[config.mk]
export PLATFORM = sky130hd
export DESIGN_NAME = pwm_ramp_ctrl
export DESIGN_NICKNAME = d
export VERILOG_FILES = /design/src/rtl/pwm_ramp_ctrl.sv
export SDC_FILE = /design/constraint.sdc
export NUM_CORES = 1
export LEC_CHECK = 0
export CORE_AREA = 4 4 128 130
export CTS_BUF_LIST = sky130_fd_sc_hd__clkbuf_2
export DETAILED_ROUTE_END_ITERATION = 12
export DIE_AREA = 0 0 132 134
export PLACE_DENSITY_LB_ADDON = 0.1
export SLEW_MARGIN = 20
export SYNTH_ARGS = -nofsm -noshare
export SYNTH_HDL_FRONTEND = slang
export SYNTH_SLANG_ARGS = --single-unit
export TNS_END_PERCENT = 5
[constraint.sdc]
create_clock -name clk -period 19.1 [get_ports clk]
set_input_delay 1.91 -clock clk [delete_from_list [all_inputs] [get_ports clk]]
set_output_delay 1.91 -clock clk [all_outputs]
set_load 0.03 [all_outputs]
[src/rtl/pwm_ramp_ctrl.sv]
// Soft-start / soft-stop ramp sequencer for one PWM channel.
// Optional fault input and FAULT state: define PWM_RAMP_FAULT_EN.
module pwm_ramp_ctrl #(
  parameter int CW = 16,
  parameter int HW = 8
) (
  input  logic          clk,
  input  logic          reset,
  input  logic          start,
  input  logic          stop,
  input  logic [CW-1:0] target_cmp,
  input  logic [CW-1:0] step,
  input  logic [HW-1:0] hold_periods,
  input  logic          period_evt,
`ifdef PWM_RAMP_FAULT_EN
  input  logic          fault,
`endif
  output logic [CW-1:0] compare,
  output logic          pwm_en,
  output logic          busy,
  output logic          at_target,
  output logic          done,
  output logic [2:0]    state
);

  localparam logic [2:0] S_IDLE = 3'd0;
  localparam logic [2:0] S_RAMP = 3'd1;
  localparam logic [2:0] S_RUN  = 3'd2;
  localparam logic [2:0] S_STOP = 3'd3;
`ifdef PWM_RAMP_FAULT_EN
  localparam logic [2:0] S_FAULT = 3'd4;
`endif

  logic [2:0]    state_d;
  logic [CW-1:0] tgt_q;
  logic [CW-1:0] tgt_d;
  logic [CW-1:0] compare_d;
  logic          pwm_en_d;
  logic          done_d;
  logic          busy_d;
  logic          at_target_d;
  logic [HW-1:0] hold_cnt;
  logic          fault_i;
  logic          tick;
  logic          accept;
  logic          ramp_tick;
  logic [CW:0]   sum;
  logic [CW:0]   diff;
  logic [CW-1:0] up_v;
  logic [CW-1:0] dn_sat;
  logic [CW-1:0] dn_v;
  logic [CW-1:0] toward;
  logic [CW-1:0] stop_v;

`ifdef PWM_RAMP_FAULT_EN
  assign fault_i = fault;
`else
  assign fault_i = 1'b0;
`endif

  assign tick = pwm_en & period_evt
              & (hold_cnt == hold_periods);

  assign accept = (state == S_IDLE) & start
                & ~stop & ~fault_i;

  // RUN only re-enters the ramp when the command moved.
  assign ramp_tick = tick
    & ((state == S_RAMP)
    | ((state == S_RUN) & (target_cmp != compare)));

  assign tgt_d = (accept | ramp_tick) ? target_cmp : tgt_q;

  // One extra bit keeps the step arithmetic from wrapping.
  assign sum  = {1'b0, compare} + {1'b0, step};
  assign diff = {1'b0, compare} - {1'b0, step};

  assign up_v = (sum > {1'b0, tgt_d}) ? tgt_d
                                      : sum[CW-1:0];
  assign dn_sat = diff[CW] ? '0 : diff[CW-1:0];
  assign dn_v   = (dn_sat < tgt_d) ? tgt_d : dn_sat;

  assign toward = (step == '0)      ? tgt_d :
                  (compare < tgt_d) ? up_v  :
                  (compare > tgt_d) ? dn_v  :
                                      compare;

  assign stop_v = ((step == '0) | diff[CW]) ? '0
                                            : diff[CW-1:0];

  // Carrier-period divider, restarted whenever a new ramp begins.
  always_ff @(posedge clk or posedge reset) begin
    if (reset) begin
      hold_cnt <= '0;
    end else if (accept) begin
      hold_cnt <= '0;
    end else if (pwm_en && period_evt) begin
      hold_cnt <= tick ? '0 : hold_cnt + 1'b1;
    end
  end

  // State and registered outputs.
  always_ff @(posedge clk or posedge reset) begin
    if (reset) begin
      state     <= S_IDLE;
      compare   <= '0;
      pwm_en    <= 1'b0;
      done      <= 1'b0;
      busy      <= 1'b0;
      at_target <= 1'b0;
      tgt_q     <= '0;
    end else begin
      state     <= state_d;
      compare   <= compare_d;
      pwm_en    <= pwm_en_d;
      done      <= done_d;
      busy      <= busy_d;
      at_target <= at_target_d;
      tgt_q     <= tgt_d;
    end
  end

  // Next-state selection; stop overrides a concurrent tick, fault everything.
  always_comb begin
    state_d = state;
    unique case (state)
      S_IDLE: begin
        if (accept)
          state_d = (target_cmp == '0) ? S_RUN : S_RAMP;
      end
      S_RAMP, S_RUN: begin
        if (ramp_tick)
          state_d = (toward == tgt_d) ? S_RUN : S_RAMP;
        if (stop)
          state_d = S_STOP;
      end
      S_STOP: begin
        if (tick && compare == '0)
          state_d = S_IDLE;
      end
`ifdef PWM_RAMP_FAULT_EN
      S_FAULT: begin
        if (!fault && !start && stop)
          state_d = S_IDLE;
      end
`endif
      default: state_d = S_IDLE;
    endcase
`ifdef PWM_RAMP_FAULT_EN
    if (fault_i)
      state_d = S_FAULT;
`endif
  end

  // Next compare / enable / done, plus status flags derived from state_d.
  always_comb begin
    compare_d = compare;
    pwm_en_d  = pwm_en;
    done_d    = 1'b0;
    unique case (state)
      S_IDLE: begin
        if (accept)
          pwm_en_d = 1'b1;
      end
      S_RAMP, S_RUN: begin
        if (ramp_tick)
          compare_d = toward;
      end
      S_STOP: begin
        if (tick) begin
          if (compare == '0) begin
            pwm_en_d = 1'b0;
            done_d   = 1'b1;
          end else begin
            compare_d = stop_v;
          end
        end
      end
      default: ;
    endcase
    if (fault_i) begin
      compare_d = '0;
      pwm_en_d  = 1'b0;
      done_d    = 1'b0;
    end
    busy_d      = (state_d == S_RAMP)
                | (state_d == S_STOP);
    at_target_d = (state_d == S_RUN);
  end

endmodule

==> flow_summary.ini <==
[synth]
yosysSeqAreaShare_pct = 17.42
synth_area_per_cell_um2 = 7.646
async_reset_ff_share_pct = 100.0
synth_compound_area_share_pct = 28.06
ys_types = 83
ys_top_cells_by_area = dfrtp_1, ha_1, xnor2_1, a21oi_1, nor2_1
synth_cells = 883
synth.most_common_cell = nor2_1
synth_top_family_by_area = compound AO/OA/AOI/OAI gates
yosys.area.top_type_share_pct = 17.42
synth_nets = 1006
synth_edf_count = 0
yosys_warnings = 0
synth-adder-area-share_pct = 14.68
synth-simple-area-share_pct = 20.89
synthXorXnorAreaFrac_pct = 8.154
synth_seq_cells = 47
synth_mux_area_share_pct = 4.318
yosysTopAreaCell = dfrtp_1
synth_ff_type = dfrtp_1
syn_area_um2 = 6751
synth_common_cells = nor2_1, ha_1, inv_1, nand2_1, a21oi_1

[routing]
viasPerCell = 6.400
ant_nets = 0
wl_um = 25860
routedWlPerCell_um = 22.97
drcViolationCount = 0
first_pass_iters = 6
vias = 7206
drt_iter0_markers = 681

[die]
rows = 45
die_area_um2 = 17690
start_util_pct = 44.58
die_h_um = 134
fp.coreArea_um2 = 15150
dieWidth_um = 132
ios = 68

[layout]
nNetsFinal = 1059
fill_cells = 1528
layout-drive-gt1-share_pct = 6.617
multi_input_area_um2 = 5141
design_area_um2 = 7650
final_cells = 1126
area_delta_synth_final_pct = 13.31
final-seq-area_um2 = 1176
final_util_pct = 50.51

[timing]
fin_crit_sh_pct = 48.51
maxSlewViolCount = 0
period_needed_ps = 9265
rsz0062_at_grt = false
fin_tns_setup_ps = 0
finClkSkew_ps = 46.12
hold_viol = 0
fmax_mhz = 107.9
tightest_slew_ps = 1055
maxSlewHeadroom_pct = 29.70
setup_viol_count_final = 0
whs_ps = 599.0

[global_route]
overflow = 0
grt_use_total_pct = 29.02
antenna_found_initial = 1
grt_pass1_wl_um = 40430
grt_pass1_vias = 7085
grt_max_degree = 48

[power]
powerDensity_nw_per_um2 = 77.16
vdd_drop_max_uv = 30.05
leakagePower_uw = 0.003436

[critical_path]
r2r_slack_ps = 10990
arrival_ps = 9680
required_ps = 19510
crit_fanout = 19
crit_path_end_kind = register
critPathLaunchType = primary input
criticalPathCategory = primary input to register

[clock_tree]
cts_root_buffer = clkbuf_2
cts_buffers = 5
clockBufferDepth = 2
cts_htree_levels = 2
cts_tree = yes
worst_skew_pair.late_latency_ps = 490
post_cts_buffers = 0
cts-resized-gates = 0
cts.hold.buffers_added = 0
clkTransAtPathRegs_ps = 300
cts.sinks = 47

[flow_run]
drv_cap = 0

[worst_hold_path]
min_path_type = register to register

[place]
dp_hpwl_um = 20080
placed_area_um2 = 7601
gp_congestion = 0.9947
io_buffer_count = 67
place_inst = 1117

[run_status]
status = complete, no violations
## flip-flops by register name (all words and copies together) (netlist names)
signal / flops
compare: 16
tgt_q: 16
hold_cnt: 8
state: 3
at_target: 1
busy: 1
done: 1
pwm_en: 1
## where the power goes
part           internal [uW]  switching (uW)
clock network           8.78            38.0
logic                    157             252
registers                116            18.8
## worst max-delay path, cell delays in order
cell and delay (ps):
clkdlybuf4s50_1 500, inv_1 50, ha_1 450, a21oi_1 130, nor2_1 210, o21ai_0 210
a211o_1 370, a21oi_1 750, nand3_1 480, inv_1 140, ha_1 240, and4_1 210
a221o_1 300, a221o_1 430, a2111oi_0 530, a21oi_1 300, and2_1 460, a31oi_1 280
o22ai_1 100, o31a_1 290, nor4_1 360, a41oi_1 180, or4_4 600, a21bo_1 190
## kinds of logic after synthesis
group / after synthesis
AOI/OAI and AO/OA: 281
buffers and inverters: 108
muxes: 26
and+or+nand+nor: 280
other: 1
xor gates and xnor gates: 62
DFF: 47
adders and majority gates: 78
## final cells by class
type                    count  share of cell area [%]
multi-input cells         728                   67.21
flip-flops and latches     47                   15.37
repair buffers             80                   10.04
inverters                  74                   3.680
well taps                 188                   3.075
clock buffers               5                  0.3271
clock inverters             3                  0.2617
diodes                      1                 0.03271
## cells in the final DEF, fill, tap and decap left out, types with 9 or more instances in the layout
cell             instances
a211oi_1                16
a21o_1                  18
a21oi_1                 64
a31oi_1                 13
buf_4                   13
clkdlybuf4s50_1         67
dfrtp_1                 47
ha_1                    76
inv_1                   70
mux2_2                  16
nand2_1                 66
nand3_1                 24
nand4_1                 16
nor2_1                  80
nor2b_1                 10
nor3_1                  15
nor4_1                  19
o211ai_1                 9
o21ai_0                 55
o22ai_1                 14
xnor2_1                 44
xor2_1                  17
## path summary, 6_finish.rpt
check / startpoint / end / cells past startpoint
worst max-delay path: step[2] / state[0] / 24
worst min-delay path: pwm_en / pwm_en / 2
worst max register to register: compare[0] / state[0] / 25
worst min register to register: pwm_en / pwm_en / 2
max in group asynchronous: reset / tgt_q[13] / 2
min in group asynchronous: reset / tgt_q[7] / 2
## stage by stage
stage               worst slack, ps  total power [uW]
global route                   9388             637.0
floorplan                     11610             407.4
global placement               9344             534.2
detailed placement             9363             532.1
CTS                            9889             579.4
finish                         9835             590.3
## layer usage
layer	part of all wire, %	track usage, %	vias up
met1	41	37.98	3343
met4	4.8	12.66	0
met5	0	0	-
li1	-	-	3376
met3	8.5	3.263	87
met2	45	48.52	400
Note: power is estimated with default switching activity, not from simulation.
